### config.mk
export PLATFORM = sky130hd
export DESIGN_NAME = video_write_scheduler
export DESIGN_NICKNAME = d
export VERILOG_FILES = /design/src/rtl/vga_pkg.sv /design/src/rtl/video_write_scheduler_rect_walker.sv /design/src/rtl/video_write_scheduler.sv
export SDC_FILE = /design/constraint.sdc
export NUM_CORES = 1
export LEC_CHECK = 0
export CORE_MARGIN = 1
export CORE_UTILIZATION = 42
export DETAILED_ROUTE_END_ITERATION = 10
export GPL_TIMING_DRIVEN = 0
export PLACE_DENSITY = 0.69
export SETUP_SLACK_MARGIN = 0.2
export SLEW_MARGIN = 10
export SYNTH_ARGS = -nofsm -noshare
export SYNTH_HDL_FRONTEND = slang
export SYNTH_SLANG_ARGS = --single-unit
### constraint.sdc
create_clock -name clk -period 4.34 [get_ports clk]
set_input_delay 0.868 -clock clk [delete_from_list [all_inputs] [get_ports clk]]
set_output_delay 0.868 -clock clk [all_outputs]
set_load 0.01 [all_outputs]
### src/rtl/vga_pkg.sv
// Shared constants and enumerations for the VGA controller's video memory write side.
package vga_pkg;

    localparam int unsigned H_RES  = 160;
    localparam int unsigned V_RES  = 120;
    localparam int unsigned ADDR_W = 15;
    localparam int unsigned RGB_W  = 3;

    typedef enum logic [1:0] {
        IDLE,
        FILL,
        DONE
    } fill_state_e;

    typedef enum logic {
        SRC_PIX,
        SRC_FILL
    } grant_src_e;

endpackage

### src/rtl/video_write_scheduler_rect_walker.sv
// Rectangle cursor: clips and latches fill bounds, then walks row-major one pixel per step.
module rect_walker #(
    parameter int unsigned H_RES = vga_pkg::H_RES,
    parameter int unsigned V_RES = vga_pkg::V_RES,
    parameter int unsigned RGB_W = vga_pkg::RGB_W
) (
    input  logic             clk,
    input  logic             rst_n,
    input  logic             load_i,
    input  logic             step_i,
    input  logic [7:0]       x0_i,
    input  logic [7:0]       x1_i,
    input  logic [6:0]       y0_i,
    input  logic [6:0]       y1_i,
    input  logic [RGB_W-1:0] rgb_i,
    output logic             empty_o,
    output logic [7:0]       cx_o,
    output logic [6:0]       cy_o,
    output logic [RGB_W-1:0] rgb_o,
    output logic             last_o
);
    import vga_pkg::*;

    localparam logic [7:0] X_MAX = 8'(H_RES - 1);
    localparam logic [6:0] Y_MAX = 7'(V_RES - 1);

    logic [7:0]       x0_q, x1_q, cx_q, cx_d;
    logic [6:0]       y1_q, cy_q, cy_d;
    logic [RGB_W-1:0] rgb_q;
    logic [7:0]       x1_clip;
    logic [6:0]       y1_clip;

    always_comb begin
        x1_clip = (x1_i > X_MAX) ? X_MAX : x1_i;
        y1_clip = (y1_i > Y_MAX) ? Y_MAX : y1_i;
        // x0/y0 beyond the screen can never be drawn, so they count as empty too
        empty_o = (x0_i > X_MAX) || (y0_i > Y_MAX) ||
                  (x0_i > x1_clip) || (y0_i > y1_clip);
    end

    always_comb begin
        cx_d = cx_q;
        cy_d = cy_q;
        if (step_i) begin
            if (cx_q == x1_q) begin
                cx_d = x0_q;
                cy_d = cy_q + 7'd1;
            end else begin
                cx_d = cx_q + 8'd1;
            end
        end
    end

    always_ff @(posedge clk) begin
        if (!rst_n) begin
            x0_q  <= '0;
            x1_q  <= '0;
            y1_q  <= '0;
            cx_q  <= '0;
            cy_q  <= '0;
            rgb_q <= '0;
        end else if (load_i) begin
            x0_q  <= x0_i;
            x1_q  <= x1_clip;
            y1_q  <= y1_clip;
            cx_q  <= x0_i;
            cy_q  <= y0_i;
            rgb_q <= rgb_i;
        end else begin
            cx_q <= cx_d;
            cy_q <= cy_d;
        end
    end

    assign cx_o   = cx_q;
    assign cy_o   = cy_q;
    assign rgb_o  = rgb_q;
    assign last_o = (cx_q == x1_q) && (cy_q == y1_q);

endmodule

### src/rtl/video_write_scheduler.sv
// Sole writer of the video memory: round-robin between the pixel port and the rectangle fill.
module video_write_scheduler #(
    parameter int unsigned H_RES  = vga_pkg::H_RES,
    parameter int unsigned V_RES  = vga_pkg::V_RES,
    parameter int unsigned ADDR_W = vga_pkg::ADDR_W,
    parameter int unsigned RGB_W  = vga_pkg::RGB_W
) (
    input  logic              clk,
    input  logic              rst_n,
    input  logic              pix_valid,
    output logic              pix_ready,
    input  logic [7:0]        pix_x,
    input  logic [6:0]        pix_y,
    input  logic [RGB_W-1:0]  pix_rgb,
    input  logic              fill_start,
    input  logic [7:0]        fill_x0,
    input  logic [7:0]        fill_x1,
    input  logic [6:0]        fill_y0,
    input  logic [6:0]        fill_y1,
    input  logic [RGB_W-1:0]  fill_rgb,
    output logic              fill_busy,
    output logic              fill_done,
    output logic [ADDR_W-1:0] mem_addr,
    output logic [RGB_W-1:0]  mem_data,
    output logic              mem_we
);
    import vga_pkg::*;

    localparam logic [7:0] X_MAX = 8'(H_RES - 1);
    localparam logic [6:0] Y_MAX = 7'(V_RES - 1);

    fill_state_e       state_q;
    grant_src_e        last_grant_q;
    logic              fill_busy_q, fill_done_q;
    logic              mem_we_q, mem_we_d;
    logic [ADDR_W-1:0] mem_addr_q, mem_addr_d;
    logic [RGB_W-1:0]  mem_data_q, mem_data_d;

    logic              fill_req, pix_win, fill_win, fill_load;
    logic              walk_empty, walk_last;
    logic [7:0]        walk_cx, sel_x;
    logic [6:0]        walk_cy, sel_y;
    logic [RGB_W-1:0]  walk_rgb;

    rect_walker #(
        .H_RES (H_RES),
        .V_RES (V_RES),
        .RGB_W (RGB_W)
    ) u_walker (
        .clk     (clk),
        .rst_n   (rst_n),
        .load_i  (fill_load),
        .step_i  (fill_win),
        .x0_i    (fill_x0),
        .x1_i    (fill_x1),
        .y0_i    (fill_y0),
        .y1_i    (fill_y1),
        .rgb_i   (fill_rgb),
        .empty_o (walk_empty),
        .cx_o    (walk_cx),
        .cy_o    (walk_cy),
        .rgb_o   (walk_rgb),
        .last_o  (walk_last)
    );

    always_comb begin
        fill_req  = (state_q == FILL);
        pix_win   = pix_valid && (!fill_req || last_grant_q == SRC_FILL);
        fill_win  = fill_req && !pix_win;
        pix_ready = rst_n && (!fill_req || last_grant_q == SRC_FILL);
        fill_load = fill_start && (state_q == IDLE) && !walk_empty;

        sel_x      = pix_win ? pix_x : walk_cx;
        sel_y      = pix_win ? pix_y : walk_cy;
        mem_data_d = pix_win ? pix_rgb : walk_rgb;
        mem_addr_d = ADDR_W'(sel_y) * ADDR_W'(H_RES) + ADDR_W'(sel_x);
        // off-screen pixels still consume their grant but never reach memory
        mem_we_d   = pix_win ? ((pix_x <= X_MAX) && (pix_y <= Y_MAX)) : fill_win;
    end

    always_ff @(posedge clk) begin
        if (!rst_n) begin
            state_q      <= IDLE;
            last_grant_q <= SRC_FILL;
            fill_busy_q  <= 1'b0;
            fill_done_q  <= 1'b0;
            mem_we_q     <= 1'b0;
            mem_addr_q   <= '0;
            mem_data_q   <= '0;
        end else begin
            mem_we_q <= mem_we_d;
            if (pix_win || fill_win) begin
                mem_addr_q   <= mem_addr_d;
                mem_data_q   <= mem_data_d;
                last_grant_q <= pix_win ? SRC_PIX : SRC_FILL;
            end
            case (state_q)
                IDLE: begin
                    if (fill_start) begin
                        if (walk_empty) begin
                            state_q     <= DONE;
                            fill_done_q <= 1'b1;
                        end else begin
                            state_q     <= FILL;
                            fill_busy_q <= 1'b1;
                        end
                    end
                end
                FILL: begin
                    if (fill_win && walk_last) begin
                        state_q     <= DONE;
                        fill_busy_q <= 1'b0;
                        fill_done_q <= 1'b1;
                    end
                end
                DONE: begin
                    state_q     <= IDLE;
                    fill_done_q <= 1'b0;
                end
                default: begin
                    state_q     <= IDLE;
                    fill_busy_q <= 1'b0;
                    fill_done_q <= 1'b0;
                end
            endcase
        end
    end

    assign fill_busy = fill_busy_q;
    assign fill_done = fill_done_q;
    assign mem_we    = mem_we_q;
    assign mem_addr  = mem_addr_q;
    assign mem_data  = mem_data_q;

endmodule

==> impl_metrics.env <==
export IMPL_wire_per_inst_um=15.1
export IMPL_wl_um=10800
export IMPL_required_ps=4610
export IMPL_synth_edf_count=0
export IMPL_synthesis_nets=578
export IMPL_ys_ff_latch=65
export IMPL_grt_max_degree=13
export IMPL_start_util_pct=43.4
export IMPL_path_max_fanout=10
export IMPL_vias=3787
export IMPL_crit_path_start_kind="primary input"
export IMPL_ys_top_cells_by_count="nor2_1 (67), dfxtp_1 (65), nand2_1 (52)"
export IMPL_path_buf_inv=3
export IMPL_fin_tns_setup_ps=0
export IMPL_yosysWarnings=0
export IMPL_ys_seq_area_share_pct=32.4
export IMPL_synth_top_area_share_pct=32.4
export IMPL_grt_overflow=0
export IMPL_rsz0062_at_grt="yes"
export IMPL_grt_pass1_vias=3699
export IMPL_io_buffers=76
export IMPL_finalSetupViolCount=0
export IMPL_pre_cts_ws_ps=-717
export IMPL_arrival_ps=4280
export IMPL_cap_violations=0
export IMPL_holdWs_ps=453
export IMPL_cts_buffers=9
export IMPL_dieArea_um2=9950
export IMPL_vdd_ir_drop_max_mv=0.141
export IMPL_yosysMostFrequentCell="nor2_1"
export IMPL_synth_area_leaders="dfxtp_1 (32%), ha_1 (8.4%), mux2i_1 (7.7%)"
export IMPL_clk_pin_slew_worst_paths_ps=80
export IMPL_syn_area_per_cell_um2=8.13
export IMPL_fin_nets=669
export IMPL_fin_crit_sh_pct=92.3
export IMPL_die_w_um=99.8
export IMPL_grt_pass1_wl_um=17600
export IMPL_coreArea_um2=9240
export IMPL_fmax_mhz=250
export IMPL_fin_util_pct=56.4
export IMPL_clock_latency_ps=350
export IMPL_r2r_end="mem_addr[13]"
export IMPL_gp_congestion=0.850
export IMPL_syn_area_um2=4010
export IMPL_netlist_instances=494
export IMPL_whs_endpoint="fill_done"
export IMPL_drive_above_1_share_pct=8.14
export IMPL_cp_slowest_cell="clkdlybuf4s50_1"
export IMPL_cts_num_sinks=65
export IMPL_hpwl_um=8300
export IMPL_clock_root_buffer="clkbuf_8"
export IMPL_rows=35
export IMPL_antenna_left=0
export IMPL_syn_to_final_growth_pct=29.8
export IMPL_worstMarginPinSlew_ps=670
export IMPL_relSlewSlack_pct=55.3
export IMPL_finalHoldViolCount=0
export IMPL_p_leak_nw=2.27
export IMPL_htree_levels=3
export IMPL_grtUsageTotal_pct=22.4
export IMPL_tritoncts="yes"
export IMPL_worstHoldPathType="reg -> reg"
export IMPL_min_path_cells=2
export IMPL_drv_slew=0
export IMPL_synth_cell_types=49
export IMPL_path_delay_family="adder cells"
export IMPL_reg2reg_depth=15
export IMPL_synth_area_leader_cell="dfxtp_1"
export IMPL_cp_end_kind="register"
export IMPL_antenna_found_initial=0
export IMPL_cp_cell_sequence="clkdlybuf4s50_1 -> buf_4 -> nand2_2 -> buf_2 -> nand2_1 -> nand2_1 -> ha_1 -> ha_1 -> fa_1 -> a21o_1 -> a21oi_2 -> xnor2_1 -> xor2_1 -> nor3b_2 -> xor2_1 -> a211oi_1"
export IMPL_routed_via_density=5.27
export IMPL_critPathMaxStageDelay_ps=500
export IMPL_worstHoldStart="fill_done"
export IMPL_fin_worst_skew_ps=6.68
export IMPL_timing_rr_start="state_q[0]"
export IMPL_final_area_um2=5210
export IMPL_io_pin_count=77
export IMPL_drcViolationCount=0
export IMPL_min_period_ps=4010
export IMPL_cellPowerDensity_nw_per_um2=344
export IMPL_synth_ff_type="dfxtp_1"
export IMPL_setup_ws_ps=333
export IMPL_run_status="finished, final reports clean"
export IMPL_clockBufferDepth=2
export IMPL_placed_area_um2=4940
export IMPL_async_flop_share_pct=0
export IMPL_drtIter0Drc=220
export IMPL_reg2reg_slack_ps=540
export IMPL_num_antenna_cells=0
export IMPL_critPathKind="in -> reg"
export IMPL_dr_pass1_iters=5
export IMPL_die_h_um=99.8
[timing repair]
action / CTS / global route
setup buffers: 4 / 1
setup endpoints to repair: 27 / 8
hold buffers: 0 / 0
resized for setup: 9 / 5
pin swaps: 2 / 2
[logic make-up after synthesis]
kind of cell / after synthesis / synth area share (%)
compound gates: 97 / 15.8
xor+xnor: 37 / 8.07
fa+ha+maj: 30 / 9.69
buf+inv: 51 / 4.99
flops: 65 / 32.4
mux: 31 / 7.73
simple gates: 183 / 21.3
[area by class of cell]
cell class                      instances  area, um2
Buffer                                 27        119
Clock buffer                           10        138
Clock inverter                          6       66.3
Fill cell                             872       4030
Inverter                               23       86.3
Multi-Input combinational cell        378       2540
Sequential cell                        65       1300
Tap cell                              129        161
Timing Repair Buffer                   81        798
[metal layers]
metal,track usage (%),wire [um],vias to the layer above
met4,7.92,157,0
met3,3.37,498,14
met5,0,0,-
met2,39.6,5250,106
li1,-,-,1901
met1,27.6,4930,1766
[layout by cell type (no fill, tap or decap), types with 6 or more instances in the layout]
master and count:
clkdlybuf4s50_1 76, nor2_1 66, dfxtp_1 65, nand2_1 51
mux2i_1 30, a211oi_1 27, ha_1 27, a21oi_1 24
inv_1 23, xor2_1 23, clkbuf_1 19, xnor2_1 14
o21ai_0 13, nand4_1 10, clkbuf_8 10, nand3_1 9
or2_2 8, nor3_1 7, buf_4 6, nor2b_1 6
a21o_1 6, o22ai_1 6
[how the worst max path moves through the flow]
| stage | from | to | cells past startpoint |
|---|---|---|---|
| CTS | pix_valid | mem_addr[13] | 15 |
| floorplan | pix_valid | mem_addr[13] | 15 |
| detailed placement | pix_valid | mem_addr[13] | 16 |
| finish | pix_valid | mem_addr[13] | 16 |
| global placement | pix_valid | mem_addr[13] | 16 |
| global route | pix_valid | mem_addr[13] | 16 |
[worst reg2reg max path, delay by kind of cell (launching register included)]
family / cells / cell delay [ps]
simple gates: 5 / 940
fa+ha+maj: 3 / 900
xor+xnor: 3 / 570
compound gates: 3 / 610
flops: 1 / 490
buf+inv: 1 / 250
[metrics by stage]
step	total power (W)	std cells
5_1_grt	0.00188	719
6_report	0.00179	719
4_1_cts	0.00179	718
2_1_floorplan	0.00104	494
3_3_place_gp	0.00123	699
3_5_place_dp	0.00125	699
[power breakdown]
group / switching [W] / internal [W] / total (W) / leakage (nW)
clock: 0.000259 / 0.000282 / 0.000540 / 0.0949
sequential: 0.0000433 / 0.000648 / 0.000691 / 0.531
combinational: 0.000297 / 0.000264 / 0.000560 / 1.65
[flip-flops by register name, indices dropped and copies added, names as in the netlist]
signal / count
u_walker.rgb_o: 3
u_walker.x0_q: 8
mem_addr: 15
u_walker.y1_q: 7
mem_data: 3
u_walker.x1_q: 8
fill_done: 1
last_grant_q: 1
fill_busy: 1
u_walker.cx_o: 8
mem_we: 1
state_q: 2
u_walker.cy_o: 7
Power figures use the tool's default switching activity.
==> RTL edit 1: new RTL, config.mk and constraints unchanged <==
Set the package constant `RGB_W` to 2 (it was 3).
--- a/src/rtl/vga_pkg.sv
+++ b/src/rtl/vga_pkg.sv
@@ -6,3 +6,3 @@
     localparam int unsigned ADDR_W = 15;
-    localparam int unsigned RGB_W  = 3;
+    localparam int unsigned RGB_W  = 2;
 
Ports: changed (resized fill_rgb, mem_data and pix_rgb); port bits go from 77 to 74. The function was not compared with the original's and may differ.
==> RTL edit 1 against the original RTL <==
Area after synthesis decreased by 4.7%; sequential cell count decreased by 2; die area decreased by 4.6%; critical endpoint is now u_walker.cx_o[5]; global-route usage increased by 0.73 points; via count decreased by 3.1%; critical path type unchanged; first-iteration DRC count increased by 1.4%; wire length decreased by 2.4%; worst setup slack improved by 0.21 ns; sequential power decreased by 1%; design area decreased by 6.0%; total power decreased by 0.45%; utilization decreased by 0.52 points; final cell count decreased by 4.9%; combinational power increased by 3.8%.
==> RTL edit 1: results (changes against the original RTL) <==
outcome=completed; vias per cell=5.367 (+1.9%); Reg power frac=0.383 (-0.003); Layout Nets=655 (-2.1%); sequential share of the synthesized area=0.3297 (+0.005546); Commonest cells post-synth=nand2_1 (87), dfxtp_1 (63), nor2_1 (57), a21oi_1 (41), ha_1 (27); Synth area leaders=dfxtp_1 (33%), ha_1 (8.8%), nand2_1 (8.5%); clk pwr=519 µW (-3.9%); Post-DP HPWL=8064 µm (-2.8%); Total GRT Usage=0.2318 (+0.007331); Slew headroom=0.4606 (-0.09283); final wirelength=10570 µm (-2.4%); Area after DPL=4681 µm² (-5.2%); Setup Slack @ Placement=-0.2390 ns (+0.4782 ns); CTS resizes=3 (-6); worst IR drop on VDD=0.1812 mV (+29%); Mapped Nets=572 (-1.0%); share of layout cells above drive strength 1=0.06076 (-0.02059); asr flop ratio synth=0 (unchanged); first-pass GRT wire length=17660 µm (+0.47%); Avg Synthesized Cell Area=7.806 µm² (-3.9%); Pint=1.181 mW (-1.1%); 1st-iter DRT viols=223 (+1.4%); dpl cells=670 (-4.1%); largest net degree at the start of global routing=11 (-2); H-tree depth=3 (unchanged); PortBufs=72 (-5.3%); number of global-route vias before repair=3587 (-3.0%); vias=3671 (-3.1%)
-- RTL edit 1: changes by cell type after synthesis, moves of 7 or more --
cell | before | now
a21oi_1 | 25 | 41
a211oi_1 | 27 | 17
xor2_1 | 23 | 15
mux2i_1 | 31 | 3
nand2_1 | 52 | 87
nand3_1 | 9 | 16
nor2_1 | 67 | 57
a311oi_1 | 0 | 9
-- RTL edit 1: cells by family (layout without fill, tap and decap cells) --
| family | Yosys count | count (layout) | synth area share |
|---|---|---|---|
| XOR/XNOR | 34 | 34 | 0.08145 |
| buffers and inverters | 44 | 130 | 0.04514 |
| multiplexers | 6 | 6 | 0.01766 |
| adder cells (fa/ha/maj) | 30 | 30 | 0.1014 |
| AO/OA/AOI/OAI | 105 | 105 | 0.1806 |
| flip-flops | 63 | 63 | 0.3297 |
| AND/OR/NAND/NOR | 208 | 208 | 0.2440 |
-- RTL edit 1: final cells by class --
| type | count | area (µm²) |
|---|---|---|
| plain buffers | 26 | 111.4 |
| clock buffers | 11 | 151.4 |
| clock inverters | 3 | 43.79 |
| fillers | 836 | 3867 |
| inverters | 18 | 67.56 |
| multi-input cells | 383 | 2402 |
| flip-flops and latches | 63 | 1261 |
| well taps | 108 | 135.1 |
| repair buffers | 72 | 723.2 |
-- RTL edit 1: final timing paths --
kind                from          endpoint  slack [ns]  cells after the start
max           fill_x1[7]  u_walker.cx_o[5]        0.54                     14
min          mem_addr[7]       mem_addr[7]        0.45                      2
max reg2reg   state_q[0]      mem_addr[13]        0.59                     15
min reg2reg  mem_addr[7]       mem_addr[7]        0.45                      2
-- RTL edit 1: per-layer routing --
metal,vias to the layer above,GRT usage,wire length [µm]
li1,1878,-,-
met1,1666,0.3130,4874
met2,118,0.3760,4860
met3,9,0.03741,690
met4,0,0.07692,146
met5,-,0,0
==> RTL edit 2: new RTL, same flow settings <==
Without the edit above. Encoding of `fill_state_e`: now one-hot (3 bits for 3 states).
--- a/src/rtl/vga_pkg.sv
+++ b/src/rtl/vga_pkg.sv
@@ -8,6 +8,6 @@
 
-    typedef enum logic [1:0] {
-        IDLE,
-        FILL,
-        DONE
+    typedef enum logic [2:0] {
+        IDLE = 3'b001,
+        FILL = 3'b010,
+        DONE = 3'b100
     } fill_state_e;
Check against the original RTL: same outputs for any inputs over 4 cycles, from zero or initial values and one cycle with rst_n low; so few cycles prove little.
==> RTL edit 2 against the original RTL <==
Wire length grew 14%; worst setup slack better by 0.049 ns; design area increased by 3.1%; area after synthesis grew 5.5%; largest power group unchanged; fmax up 1.2%; first-iteration DRC count is 28% higher; total power rose by 2.6%; sequential cell count increased by 1; synthesized cell count up 4.9%; utilization decreased by 1.4 points.
==> RTL edit 2: results (changes against the original RTL) <==
outcome=completed; Synth area leaders=dfxtp_1 (31%), ha_1 (8.0%), a21oi_1 (6.4%); Min-Delay Endpoint=mem_addr[8]; worst IR drop on VDD=0.1755 mV (+24%); largest net degree at the start of global routing=11 (-2); mux contribution to synthesized area=0.05052 (-0.02679); Post-DP HPWL=9516 µm (+15%); clk tree area frac=0.03843 (-0.0007103); Slew headroom=0.4987 (-0.05470); share of layout cells above drive strength 1=0.05921 (-0.02215); Pint=1.233 mW (+3.3%); register bit total from synthesis=66 (+1.5%); clock power share=0.309 (+0.007); Post-Synth XOR/XNOR Area=0.07031 (-0.01043); Layout Skew=0.008431 ns (+0.001748 ns); post-synthesis compound-gate area fraction=0.2390 (+0.08126); multi-input logic cell count=397 (+5.0%); Area after DPL=5162 µm² (+4.6%); Yosys cell types=56 (+14%); Final Cycle Share=0.9118 (-0.01139); dpl cells=727 (+4.0%); CTS resizes=0 (-9); WHS=0.4523 ns (-0.0006560 ns); Non-clk invs=16 (-30%); final std cells w/o fill=741 (+3.1%); area of the multi-input gates=2690 µm² (+5.9%); fill cell count=919 (+5.4%); postcts setup bufs=0 (-4)
## RTL edit 2: critical path, delay by kind of cell
| family | cells | cell delay, ns |
|---|---|---|
| buffers and inverters | 3 | 0.94 |
| adders and majority gates | 3 | 0.80 |
| AOI/OAI and AO/OA | 3 | 0.70 |
| and+or+nand+nor | 3 | 0.43 |
| muxes | 1 | 0.33 |
| xor gates and xnor gates | 1 | 0.14 |
## RTL edit 2: power groups by stage
stage               Combinational [mW]  Sequential [mW]  Clock, mW
finish                           0.575            0.695      0.569
global route                     0.627            0.700      0.597
CTS                              0.566            0.694      0.568
detailed placement               0.564            0.707          0
global placement                 0.551            0.705          0
floorplan                        0.356            0.706          0
## RTL edit 2: layer usage
layer | global-route usage | share of wire | vias to the layer above
li1 | - | - | 2086
met3 | 0.02462 | 0.054 | 18
met2 | 0.3928 | 0.46 | 174
met1 | 0.3307 | 0.46 | 2002
met5 | 0 | 0 | -
met4 | 0.09670 | 0.020 | 0
